--- src/rtl/traffic_cmd_deframer.sv ---
// traffic_cmd_deframer: checks framed host command bytes and issues single-cycle cmd strobes.
// Define TRAFFIC_CMD_CHECKSUM_EN to require a 4th XOR checksum byte per frame.
module traffic_cmd_deframer #(
    parameter int TIMEOUT_TICKS = 2000,
    parameter int INTER_CMD_GAP = 2,
    parameter int ERR_CNT_W     = 8
) (
    input  logic                 clk_0m002,
    input  logic                 arst_n_i,
    input  logic [7:0]           byte_data_i,
    input  logic                 byte_val_i,
    output logic                 byte_rdy_o,
    output logic [2:0]           cmd_type_o,
    output logic [15:0]          cmd_data_o,
    output logic                 cmd_val_o,
    output logic                 frame_err_o,
    output logic [ERR_CNT_W-1:0] err_cnt_o,
    output logic                 busy_o
);
    localparam logic [4:0] SYNC = 5'b10100;
    localparam int TO_W  = $clog2(TIMEOUT_TICKS);
    localparam int GAP_W = INTER_CMD_GAP > 1 ? $clog2(INTER_CMD_GAP) : 1;
    localparam logic [TO_W-1:0]  TO_LAST  = TO_W'(TIMEOUT_TICKS - 1);
    localparam logic [GAP_W-1:0] GAP_LAST = GAP_W'(INTER_CMD_GAP > 0 ? INTER_CMD_GAP - 1 : 0);

`ifdef TRAFFIC_CMD_CHECKSUM_EN
    typedef enum logic [2:0] {IDLE, GOT_TYPE, GOT_HI, CHK, EMIT, GAP} state_t;
`else
    typedef enum logic [2:0] {IDLE, GOT_TYPE, GOT_HI, EMIT, GAP} state_t;
`endif

    state_t             state_q, state_d;
    logic               rdy_en_q;
    logic               accept, in_frame, timeout, type_ok, err_d, emit_d;
    logic [2:0]         type_q;
    logic [7:0]         hi_q;
    logic [15:0]        emit_data;
    logic [TO_W-1:0]    to_cnt_q;
    logic [GAP_W-1:0]   gap_cnt_q;
`ifdef TRAFFIC_CMD_CHECKSUM_EN
    logic [7:0]         lo_q;
    assign emit_data = {hi_q, lo_q};
`else
    assign emit_data = {hi_q, byte_data_i};
`endif

    // rdy_en_q keeps byte_rdy_o low until the first edge after reset release
    assign byte_rdy_o = rdy_en_q && state_q != EMIT && state_q != GAP;
    assign in_frame   = state_q != IDLE && state_q != EMIT && state_q != GAP;
    assign accept     = byte_val_i && byte_rdy_o;
    assign timeout    = in_frame && !accept && to_cnt_q == TO_LAST;
    assign type_ok    = type_q <= 3'd5;
    assign cmd_val_o  = state_q == EMIT;
    assign busy_o     = state_q != IDLE;

    always_comb begin
        state_d = state_q;
        err_d   = 1'b0;
        emit_d  = 1'b0;
        case (state_q)
            IDLE: if (accept) begin
                if (byte_data_i[7:3] == SYNC) state_d = GOT_TYPE;
                else err_d = 1'b1;
            end
            GOT_TYPE: if (accept) state_d = GOT_HI;
`ifdef TRAFFIC_CMD_CHECKSUM_EN
            GOT_HI: if (accept) state_d = CHK;
            CHK: if (accept) begin
                emit_d  = type_ok && byte_data_i == ({SYNC, type_q} ^ hi_q ^ lo_q);
                err_d   = !emit_d;
                state_d = emit_d ? EMIT : IDLE;
            end
`else
            GOT_HI: if (accept) begin
                emit_d  = type_ok;
                err_d   = !type_ok;
                state_d = type_ok ? EMIT : IDLE;
            end
`endif
            EMIT: state_d = INTER_CMD_GAP > 0 ? GAP : IDLE;
            GAP: if (gap_cnt_q == GAP_LAST) state_d = IDLE;
            default: state_d = IDLE;
        endcase
        if (timeout) begin
            state_d = IDLE;
            err_d   = 1'b1;
        end
    end

    always_ff @(posedge clk_0m002 or negedge arst_n_i) begin
        if (!arst_n_i) begin
            state_q     <= IDLE;
            rdy_en_q    <= 1'b0;
            to_cnt_q    <= '0;
            gap_cnt_q   <= '0;
            type_q      <= '0;
            hi_q        <= '0;
`ifdef TRAFFIC_CMD_CHECKSUM_EN
            lo_q        <= '0;
`endif
            cmd_type_o  <= '0;
            cmd_data_o  <= '0;
            frame_err_o <= 1'b0;
            err_cnt_o   <= '0;
        end else begin
            state_q     <= state_d;
            rdy_en_q    <= 1'b1;
            to_cnt_q    <= (in_frame && !accept && state_d != IDLE) ? to_cnt_q + 1'b1 : '0;
            gap_cnt_q   <= state_q == GAP ? gap_cnt_q + 1'b1 : '0;
            frame_err_o <= err_d;
            if (err_d && !(&err_cnt_o)) err_cnt_o <= err_cnt_o + 1'b1;
            if (state_q == IDLE && accept) type_q <= byte_data_i[2:0];
            if (state_q == GOT_TYPE && accept) hi_q <= byte_data_i;
`ifdef TRAFFIC_CMD_CHECKSUM_EN
            if (state_q == GOT_HI && accept) lo_q <= byte_data_i;
`endif
            if (emit_d) begin
                cmd_type_o <= type_q;
                cmd_data_o <= emit_data;
            end
        end
    end
endmodule

--- config.mk ---
export PLATFORM = sky130hd
export DESIGN_NAME = traffic_cmd_deframer
export DESIGN_NICKNAME = d
export VERILOG_FILES = /design/src/rtl/traffic_cmd_deframer.sv
export SDC_FILE = /design/constraint.sdc
export NUM_CORES = 1
export LEC_CHECK = 0
export CAP_MARGIN = 20
export CORE_ASPECT_RATIO = 2
export CORE_MARGIN = 1
export CORE_UTILIZATION = 47
export DETAILED_ROUTE_END_ITERATION = 12
export PLACE_DENSITY_LB_ADDON = 0.2
export SLEW_MARGIN = 20
export SYNTH_ARGS = -nofsm -noshare
export SYNTH_HDL_FRONTEND = slang
export SYNTH_SLANG_ARGS = --single-unit
--- constraint.sdc ---
create_clock -name clk_0m002 -period 1.7 [get_ports clk_0m002]
set_input_delay 0.34 -clock clk_0m002 [delete_from_list [all_inputs] [get_ports clk_0m002]]
set_output_delay 0.34 -clock clk_0m002 [all_outputs]
set_load 0.03 [all_outputs]
==> flow_summary.json, run 1 <==
{
  "synth_nets": 201,
  "clock.fmax_ghz": 0.556,
  "cts.htree.levels": 2,
  "critical_path_class": "reg -> reg",
  "initial_core_util_pct": 49.6,
  "endpoint_kind": "flip-flop",
  "whs_ns": -0.000891,
  "gp_congestion": 0.775,
  "vias": 1704,
  "finalWorstSetupSlack_ns": -0.0987,
  "first_iter_violations": 41,
  "num_io_pins": 42,
  "setup_viol": 8,
  "die-width_um": 52.9,
  "area.growth.synth_to_final_pct": 39.9,
  "status": "finished, violations left",
  "grt_use_total_pct": 21.8,
  "dr.pass1.iters": 6,
  "yosys.area_share.simple_pct": 14.9,
  "post-place-ws_ns": -0.387,
  "synthCells": 188,
  "avgRoutedWirePerCell_um": 15.8,
  "cp_data_required_time_ns": 1.90,
  "drc": 0,
  "globalRouteOverflowTotal": 0,
  "cp_max_fo": 6,
  "synth_adder_area_share_pct": 1.03,
  "cts-root-buf": "clkbuf_8",
  "synth_warnings": 0,
  "vdd_drop_max_v": 0.00113,
  "violations": "hold timing, setup timing",
  "clock_sinks": 55,
  "numPortBuffers": 41,
  "yosysSeqAreaShare_pct": 56.6,
  "path_clk_slew_ns": 0.09,
  "critPathArrivalTime_ns": 2.00,
  "clock_skew_ns": 0.00585,
  "fin_nets": 276,
  "synthFlopType": "dfrtp_1",
  "antenna_cells": 0,
  "synth_compound_area_share_pct": 5.09,
  "start_kind": "flip-flop",
  "synth_area_mm2": 0.00243,
  "leakage_nw": 1.84,
  "synth-edff-count": 0,
  "antenna_found_initial": 0,
  "fillers": 362,
  "dp_hpwl_mm": 3.45,
  "hp-class": "in -> async",
  "muxShareOfSynthArea_pct": 14.3,
  "vias_per_cell": 5.31,
  "dieArea_mm2": 0.00549,
  "core-area_mm2": 0.00491,
  "dieHeight_um": 104,
  "detail-route-antenna-nets": 0,
  "grt_pass1_vias": 1847,
  "wl_mm": 5.06,
  "ys_types": 44,
  "power_w": 0.00551,
  "finalHoldViolCount": 3,
  "fin_tns_setup_ns": -0.352,
  "synth-seq-cells": 55,
  "clk_latency_ns": 0.31,
  "syn_avg_cell_area_um2": 12.9,
  "synth_top_family_by_area": "simple AND/OR/NAND/NOR gates",
  "numCtsBuffers": 5,
  "grt_start_max_net_pins": 56,
  "slew_violations": 0,
  "power_density_mw_per_mm2": 1620,
  "rsz0062_at_grt": "yes",
  "grt_pass1_wl_mm": 8.75,
  "final_area_mm2": 0.00340,
  "period_share_pct": 106,
  "cap_viol_max_count": 0,
  "fp-row-count": 36,
  "synth-xor-area-share_pct": 5.76,
  "synthArstFlopShare_pct": 100,
  "post-route-util_pct": 69.3,
  "drive_gt1_share_pct": 34.5,
  "min_period_ns": 1.80,
  "cts_tree": "done",
  "clockBufferDepth": 2,
  "dpl_cell_area_mm2": 0.00310
}
==> power breakdown <==
| part | internal, W | switching [W] |
|---|---|---|
| logic | 0.00125 | 0.00137 |
| registers | 0.00174 | 0.000262 |
| clock network | 0.000477 | 0.000420 |
| total | 0.00346 | 0.00205 |
==> worst max-delay path, cell delays in order, from the launching register on <==
cell and delay (ns):
dfrtp_1 0.38, buf_6 0.14, nor2_4 0.04, buf_6 0.11, nor4b_4 0.28, nand4_2 0.20, a21oi_4 0.22, mux2_4 0.31
==> sequential cells by signal, summed over array words and instances, names as in the netlist <==
register,count
cmd_data_o,16
gap_cnt_q,1
err_cnt_o,8
to_cnt_q,11
rdy_en_q,1
state_q,3
hi_q,8
frame_err_o,1
cmd_type_o,3
type_q,3
==> repair_timing <==
action                                  4_1_cts  5_1_grt
buffers inserted                              7        2
pin swaps                                     6        7
endpoints found under the setup margin       34       53
resized for setup                            31       28
hold buffers                                  0        0
==> final timing paths <==
check                                      from                          to  slack (ns)  cells after the start
max in group asynchronous              arst_n_i   cmd_data_o[9]$_DFFE_PN0P_        1.45                      2
min                                    arst_n_i  cmd_data_o[12]$_DFFE_PN0P_     -0.0009                      2
min reg2reg                 gap_cnt_q$_DFF_PN0_         gap_cnt_q$_DFF_PN0_        0.42                      1
max reg2reg                state_q[0]$_DFF_PN0_    err_cnt_o[1]$_DFFE_PN0P_        -0.1                      7
min in group clk_0m002           byte_data_i[4]   cmd_data_o[4]$_DFFE_PN0P_        0.33                      2
max                        state_q[0]$_DFF_PN0_    err_cnt_o[1]$_DFFE_PN0P_        -0.1                      7
==> stage by stage <==
step	hold slack [ns]	std cells
5_1_grt	0.0198	321
3_3_place_gp	0.364	304
2_1_floorplan	0.0444	188
3_5_place_dp	0.351	304
4_1_cts	0.0115	319
6_report	-0.000891	321
==> kinds of logic after synthesis <==
kind of cell,count (synthesis)
compound gates,14
buf+inv,9
fa+ha+maj,2
other cells,1
mux,31
simple gates,60
flops,55
xor+xnor,16
==> cell usage in the layout (no fill, tap or decap), types with 3 or more instances in the layout <==
cell type and instances:
clkbuf_8 6, nand3_2 3, xor2_1 6, nand3_1 4, buf_6 8, mux2_2 18
and3_1 3, dlymetal6s2s_1 14, buf_12 5, dlygate4sd2_1 16, mux2_1 8, dfrtp_1 55
xnor2_1 10, clkdlybuf4s50_1 7, nor2_1 17, buf_4 23, nand2_1 10, mux2_4 5
==> layer usage <==
| layer | global-route usage, % | up-vias | routed length (um) |
|---|---|---|---|
| li1 | - | 800 | - |
| met3 | 3.96 | 8 | 126 |
| met1 | 28.4 | 866 | 2180 |
| met5 | 0 | - | 0 |
| met2 | 34.7 | 30 | 2650 |
| met4 | 9.21 | 0 | 96 |
==> Yosys cell counts, drive strengths merged, types with 2 or more instances <==
cell / n / share of area (%)
mux2: 31 / 14
dfrtp: 55 / 57
nand3: 7 / 1.6
buf: 7 / 1.9
xnor2: 10 / 3.6
nor2: 18 / 3.1
o2111ai: 2 / 0.72
nor4b: 2 / 1.3
or2: 2 / 0.51
nand4: 2 / 1.0
a21oi: 3 / 1.1
nor3: 4 / 1.0
inv: 2 / 0.31
and3: 5 / 1.3
nand2: 11 / 1.8
ha: 2 / 1.0
or3: 2 / 0.51
xor2: 6 / 2.2
==> area by class of cell <==
type / instances / area (um^2) / area share [%]
repair buffers: 75 / 758 / 22.3
multi-input cells: 124 / 1070 / 31.5
inverters: 2 / 7.51 / 0.221
clock inverters: 2 / 35.0 / 1.03
clock buffers: 6 / 82.6 / 2.43
well taps: 57 / 71.3 / 2.09
flip-flops and latches: 55 / 1380 / 40.4
Power figures use the tool's default switching activity.
==> run 2, diff against run 1 <==
- PLACE_DENSITY: unset -> 0.75
- PLACE_DENSITY_LB_ADDON: 0.2 -> unset
==> run 2 against run 1 <==
The run ends with setup timing left; first-iteration DRC count fell by 34%; critical path type is now reg -> out; worst hold slack improved by 0.015 ns; highest routed layer unchanged; via count fell by 1.0%; non-clock buffer count fell by 3; total power rose by 0.48%; maximum frequency fell by 0.19%; sequential share of layout area fell by 0.19 points.
==> flow_summary.json, run 2 (synthesis gave the netlist of run 1 again) <==
{
  "setup_viol": 8,
  "clk_latency_ns": 0.32,
  "critPathArrivalTime_ns": 1.46,
  "cp_max_fo": 4,
  "rsz0062_at_grt": "yes",
  "grt_pass1_vias": 1827,
  "min_period_ns": 1.80,
  "status": "finished, violations left",
  "fp-row-count": 36,
  "power_density_mw_per_mm2": 1620,
  "largest_register_ffs": 16,
  "core-area_mm2": 0.00491,
  "start_kind": "flip-flop",
  "r2r_slack_ns": -0.08,
  "num_io_pins": 42,
  "cp_slowest_stage_delay_ns": 0.41,
  "met1_usage_pct": 23.3,
  "numPortBuffers": 41,
  "antenna_cells": 0,
  "cts.htree.levels": 2,
  "rr_worst_depth": 7,
  "regToRegEndpoint": "err_cnt_o[6]$_DFFE_PN0P_",
  "worst-path-stages": 5,
  "critical_path_class": "reg -> out",
  "antenna_found_initial": 0,
  "cp_slowest_cell": "dfrtp_1",
  "dp_hpwl_mm": 3.46,
  "cp-endpoint": "byte_rdy_o",
  "dieArea_mm2": 0.00549,
  "p_comb_share_pct": 45.7,
  "initial_core_util_pct": 49.6,
  "crit_start": "state_q[0]$_DFF_PN0_",
  "avgRoutedWirePerCell_um": 16.3,
  "clock_skew_ns": 0.0117,
  "cts_tree": "done",
  "violations": "setup timing",
  "finalHoldViolCount": 0,
  "vias_per_cell": 5.31,
  "hp-class": "in -> async",
  "grt.busiest_layer": "met2",
  "slew_violations": 0,
  "first_iter_violations": 27,
  "rr_startpoint": "state_q[0]$_DFF_PN0_",
  "vias": 1687,
  "p_seq_share_pct": 36.2,
  "die-width_um": 52.9,
  "finalWorstSetupSlack_ns": -0.102,
  "drive_gt1_share_pct": 34.5,
  "gr-usage-met2_pct": 36.3,
  "dieHeight_um": 104,
  "path_clk_slew_ns": 0.10,
  "leakage_nw": 1.76,
  "grt_use_total_pct": 21.4,
  "layout_common_cells": "dfrtp_1, mux2_2, buf_4, nor2_1, dlygate4sd2_1",
  "post-route-util_pct": 69.7,
  "layout_commonest_cell": "dfrtp_1",
  "cpMostUsedCell": "buf_6",
  "endpoint_kind": "primary output",
  "cap_viol_max_count": 0,
  "numCtsBuffers": 5,
  "fillers": 349,
  "clock.fmax_ghz": 0.555,
  "clkPwrFrac_pct": 18.1,
  "detail-route-antenna-nets": 0,
  "grt_start_max_net_pins": 56,
  "cp_top_family": "flip-flops",
  "path_cells": "buf_6 > buf_6 > nand3b_1 > and3_4 > buf_6",
  "power_w": 0.00554,
  "grt_pass1_wl_mm": 8.52,
  "vdd_drop_max_v": 0.00115,
  "clockBufferDepth": 2,
  "cts-root-buf": "clkbuf_8",
  "cp_data_required_time_ns": 1.36,
  "regMostFlops": "cmd_data_o",
  "clock_sinks": 55,
  "period_share_pct": 106,
  "globalRouteOverflowTotal": 0,
  "met3_usage_pct": 4.99,
  "swShare_pct": 37.3,
  "reg_top3": "cmd_data_o x16, to_cnt_q x11",
  "dr.pass1.iters": 4,
  "intPower_w": 0.00347,
  "wl_mm": 5.19,
  "crit_buf_inv": 3,
  "hold_buffers": 0,
  "gp_congestion": 0.757,
  "fin_nets": 273,
  "area.growth.synth_to_final_pct": 40.6,
  "drc": 0,
  "p_sw_w": 0.00207
}
## run 2: timing repair
action	4_1_cts	5_1_grt
endpoints found under the setup margin	29	45
cloned	0	0
endpoints found under the hold margin	0	0
pin swaps	5	9
gates resized for setup	29	35
buffers inserted	4	4
## run 2: layer usage
| layer | up-vias | part of all wire (%) | wire [um] |
|---|---|---|---|
| met5 | - | 0 | 0 |
| met4 | 0 | 2.6 | 135 |
| met3 | 11 | 3.5 | 179 |
| met2 | 35 | 57 | 2970 |
| met1 | 844 | 37 | 1900 |
| li1 | 797 | - | - |
## run 2: how the worst min path moves through the flow
stage                                           end  slack (ns)  cells past startpoint
final                      err_cnt_o[7]$_DFFE_PN0P_        0.01                      2
after global routing       err_cnt_o[7]$_DFFE_PN0P_        0.02                      2
after CTS                      state_q[1]$_DFF_PN0_        0.02                      2
after detailed placement   err_cnt_o[5]$_DFFE_PN0P_        0.36                      2
after global placement     err_cnt_o[5]$_DFFE_PN0P_        0.36                      2
after floorplan           cmd_data_o[0]$_DFFE_PN0P_        0.04                      0
## run 2: final cells by class
type                            count  area (um^2)  share of cell area (%)
Clock buffer                        6         72.6                    2.12
Clock inverter                      2         60.1                    1.76
Inverter                            2         7.51                   0.219
Multi-Input combinational cell    124         1120                    32.8
Sequential cell                    55         1380                    40.2
Tap cell                           57         71.3                    2.08
Timing Repair Buffer               72          712                    20.8
## run 2: through the flow
step	setup WS, ns	hold slack, ns	instance area (um^2)	setup TNS [ns]	cells
after floorplan	-0.0102	0.0444	2440	-0.0102	188
after CTS	-0.0809	0.0156	3250	-0.163	314
after global routing	-0.161	0.0207	3420	-1.15	318
after global placement	-0.268	0.363	3060	-9.52	302
after detailed placement	-0.326	0.362	3060	-11.72	302
final	-0.102	0.0144	3420	-0.282	318
## run 2: worst reg2reg max path, cell delays in order, from the launching register on
cell and delay (ns):
dfrtp_1 0.41, buf_6 0.14, buf_4 0.15, nor3_4 0.22
o211ai_2 0.18, buf_4 0.20, a211oi_2 0.24, xor2_1 0.16
## run 2: power by group through the flow
stage          Sequential (W)  Clock, W  Combinational, W
2_1_floorplan         0.00252         0          0.000931
3_3_place_gp          0.00202         0           0.00243
3_5_place_dp          0.00202         0           0.00247
4_1_cts               0.00200   0.00103           0.00248
5_1_grt               0.00207   0.00108           0.00268
6_report              0.00201   0.00100           0.00253
==> run 3, diff against run 2 <==
- CORE_UTILIZATION: 47 -> 50
- CTS_CLUSTER_DIAMETER: unset -> 30
- DONT_BUFFER_PORTS: unset -> 1
- PLACE_DENSITY: 0.75 -> 0.68
==> run 3 against run 2 <==
Via count fell by 8.7%; the run still ends with setup timing left; critical path type is now reg -> reg; flip-flop and latch count did not move; die area down 5.8%.
==> flow_summary.json, run 3 (synthesis gave the netlist of run 1 again) <==
{
  "rsz0062_at_grt": "yes",
  "critical_path_class": "reg -> reg",
  "fp-row-count": 35,
  "clock_skew_ns": 0.00871,
  "dpl_cell_area_mm2": 0.00266,
  "first_iter_violations": 22,
  "crit_buf_inv": 0,
  "hp-class": "in -> reg",
  "clk_latency_ns": 0.30,
  "cp_slowest_stage_delay_ns": 0.38,
  "numPortBuffers": 0,
  "cp_top_family": "simple AND/OR/NAND/NOR gates",
  "wl_mm": 4.65,
  "clock.fmax_ghz": 0.562,
  "slew_violations": 0,
  "gp_congestion": 0.806,
  "grt_pass1_vias": 1675,
  "path_clk_slew_ns": 0.10,
  "finalWorstSetupSlack_ns": -0.0802,
  "avgRoutedWirePerCell_um": 17.1,
  "setup_viol": 16,
  "endpoint_kind": "flip-flop",
  "drc": 0,
  "drive_gt1_share_pct": 34.1,
  "dp_hpwl_mm": 3.40,
  "numCtsBuffers": 5,
  "vdd_drop_max_v": 0.00130,
  "cts-root-buf": "clkbuf_8",
  "core-area_mm2": 0.00464,
  "die-width_um": 51.3,
  "dieHeight_um": 101,
  "vias": 1541,
  "clockBufferDepth": 2,
  "path_cells": "ha_2 > nand3_2 > nor4b_4 > nand4_4 > a21oi_4 > mux2_4",
  "cts.htree.levels": 2,
  "status": "finished, violations left",
  "regMostFlops": "cmd_data_o",
  "post-route-util_pct": 62.3,
  "cp_data_required_time_ns": 1.89,
  "violations": "setup timing",
  "fin_tns_setup_ns": -0.703,
  "critPathArrivalTime_ns": 1.97,
  "leakage_nw": 1.36,
  "initial_core_util_pct": 52.4,
  "start_kind": "flip-flop",
  "fin_nets": 229,
  "reg_top3": "cmd_data_o x16, to_cnt_q x11",
  "globalRouteOverflowTotal": 0,
  "cp_slowest_cell": "dfrtp_1",
  "final_area_mm2": 0.00289,
  "layout_common_cells": "dfrtp_1, buf_4, mux2_2, nor2_1, mux2_1",
  "antenna_cells": 0,
  "grt_use_total_pct": 19.9,
  "cap_viol_max_count": 0,
  "grt_pass1_wl_mm": 7.61,
  "post-place-ws_ns": -0.0645,
  "num_io_pins": 42,
  "min_period_ns": 1.78,
  "vias_per_cell": 5.67,
  "period_share_pct": 105,
  "grt_start_max_net_pins": 56,
  "finalHoldViolCount": 0,
  "antenna_found_initial": 0,
  "layout_commonest_cell": "dfrtp_1",
  "area.growth.synth_to_final_pct": 18.8,
  "power_w": 0.00485,
  "cp_max_fo": 3,
  "clock_sinks": 55,
  "detail-route-antenna-nets": 0,
  "largest_register_ffs": 16,
  "power_density_mw_per_mm2": 1680,
  "dieArea_mm2": 0.00517,
  "cts_tree": "done",
  "dr.pass1.iters": 4
}
-- run 3: cell types whose count changed in the layout (fill, tap and decap cells not counted), moves of 2 or more --
| cell | change |
|---|---|
| dlygate4sd2_1 | -14 |
| buf_6 | -8 |
| nand3_2 | -2 |
| o2111ai_1 | +2 |
| clkdlybuf4s50_1 | -12 |
| buf_2 | -2 |
| o2111ai_4 | -2 |
| dlymetal6s2s_1 | -11 |
| nand3_1 | +2 |
-- run 3: worst paths after layout --
path	start	to	slack [ns]	cells past startpoint
max	to_cnt_q[0]$_DFF_PN0_	err_cnt_o[1]$_DFFE_PN0P_	-0.08	6
max in group asynchronous	arst_n_i	state_q[1]$_DFF_PN0_	0.91	2
min in group asynchronous	arst_n_i	err_cnt_o[0]$_DFFE_PN0P_	0.56	2
min reg2reg	gap_cnt_q$_DFF_PN0_	gap_cnt_q$_DFF_PN0_	0.43	1
min	byte_data_i[1]	cmd_data_o[1]$_DFFE_PN0P_	0.17	1
max reg2reg	to_cnt_q[0]$_DFF_PN0_	err_cnt_o[1]$_DFFE_PN0P_	-0.08	6
-- run 3: final cells by class --
type,count,area (um^2)
Timing Repair Buffer,28,277
Tap cell,55,68.8
Sequential cell,55,1380
Fill cell,393,1750
Multi-Input combinational cell,124,1050
Clock inverter,2,38.8
Clock buffer,6,72.6
Inverter,2,7.51
-- run 3: through the flow --
step	instances	hold WS (ns)
CTS	270	0.155
global route	272	0.149
finish	272	0.165
floorplan	188	0.0444
global placement	259	0.0457
detailed placement	259	0.0456
-- run 3: report_power, final --
group	switching, W	leakage, nW	internal (W)	total [W]
clock	0.000409	0.0558	0.000445	0.000854
sequential	0.000780	0.731	0.00173	0.00251
combinational	0.000745	0.572	0.000735	0.00148
total	0.00193	1.36	0.00291	0.00485
-- run 3: worst reg2reg max path, stage by stage, from the launching register on --
cell and delay, ns:
dfrtp_1 0.38, ha_2 0.20, nand3_2 0.10, nor4b_4 0.31, nand4_4 0.16, a21oi_4 0.20, mux2_4 0.31
-- run 3: what timing repair did --
action,in CTS,in global routing
pin swaps,1,1
endpoints found under the hold margin,55,0
setup buffers,1,2
setup endpoints to repair,10,23
gates resized for setup,10,5
hold buffers,2,0
-- run 3: per-layer routing --
layer / share of wire [%] / track usage (%)
met3: 5.2 / 6.03
met4: 1.6 / 8.11
met5: 0 / 0
met1: 35 / 19.5
met2: 58 / 37.2
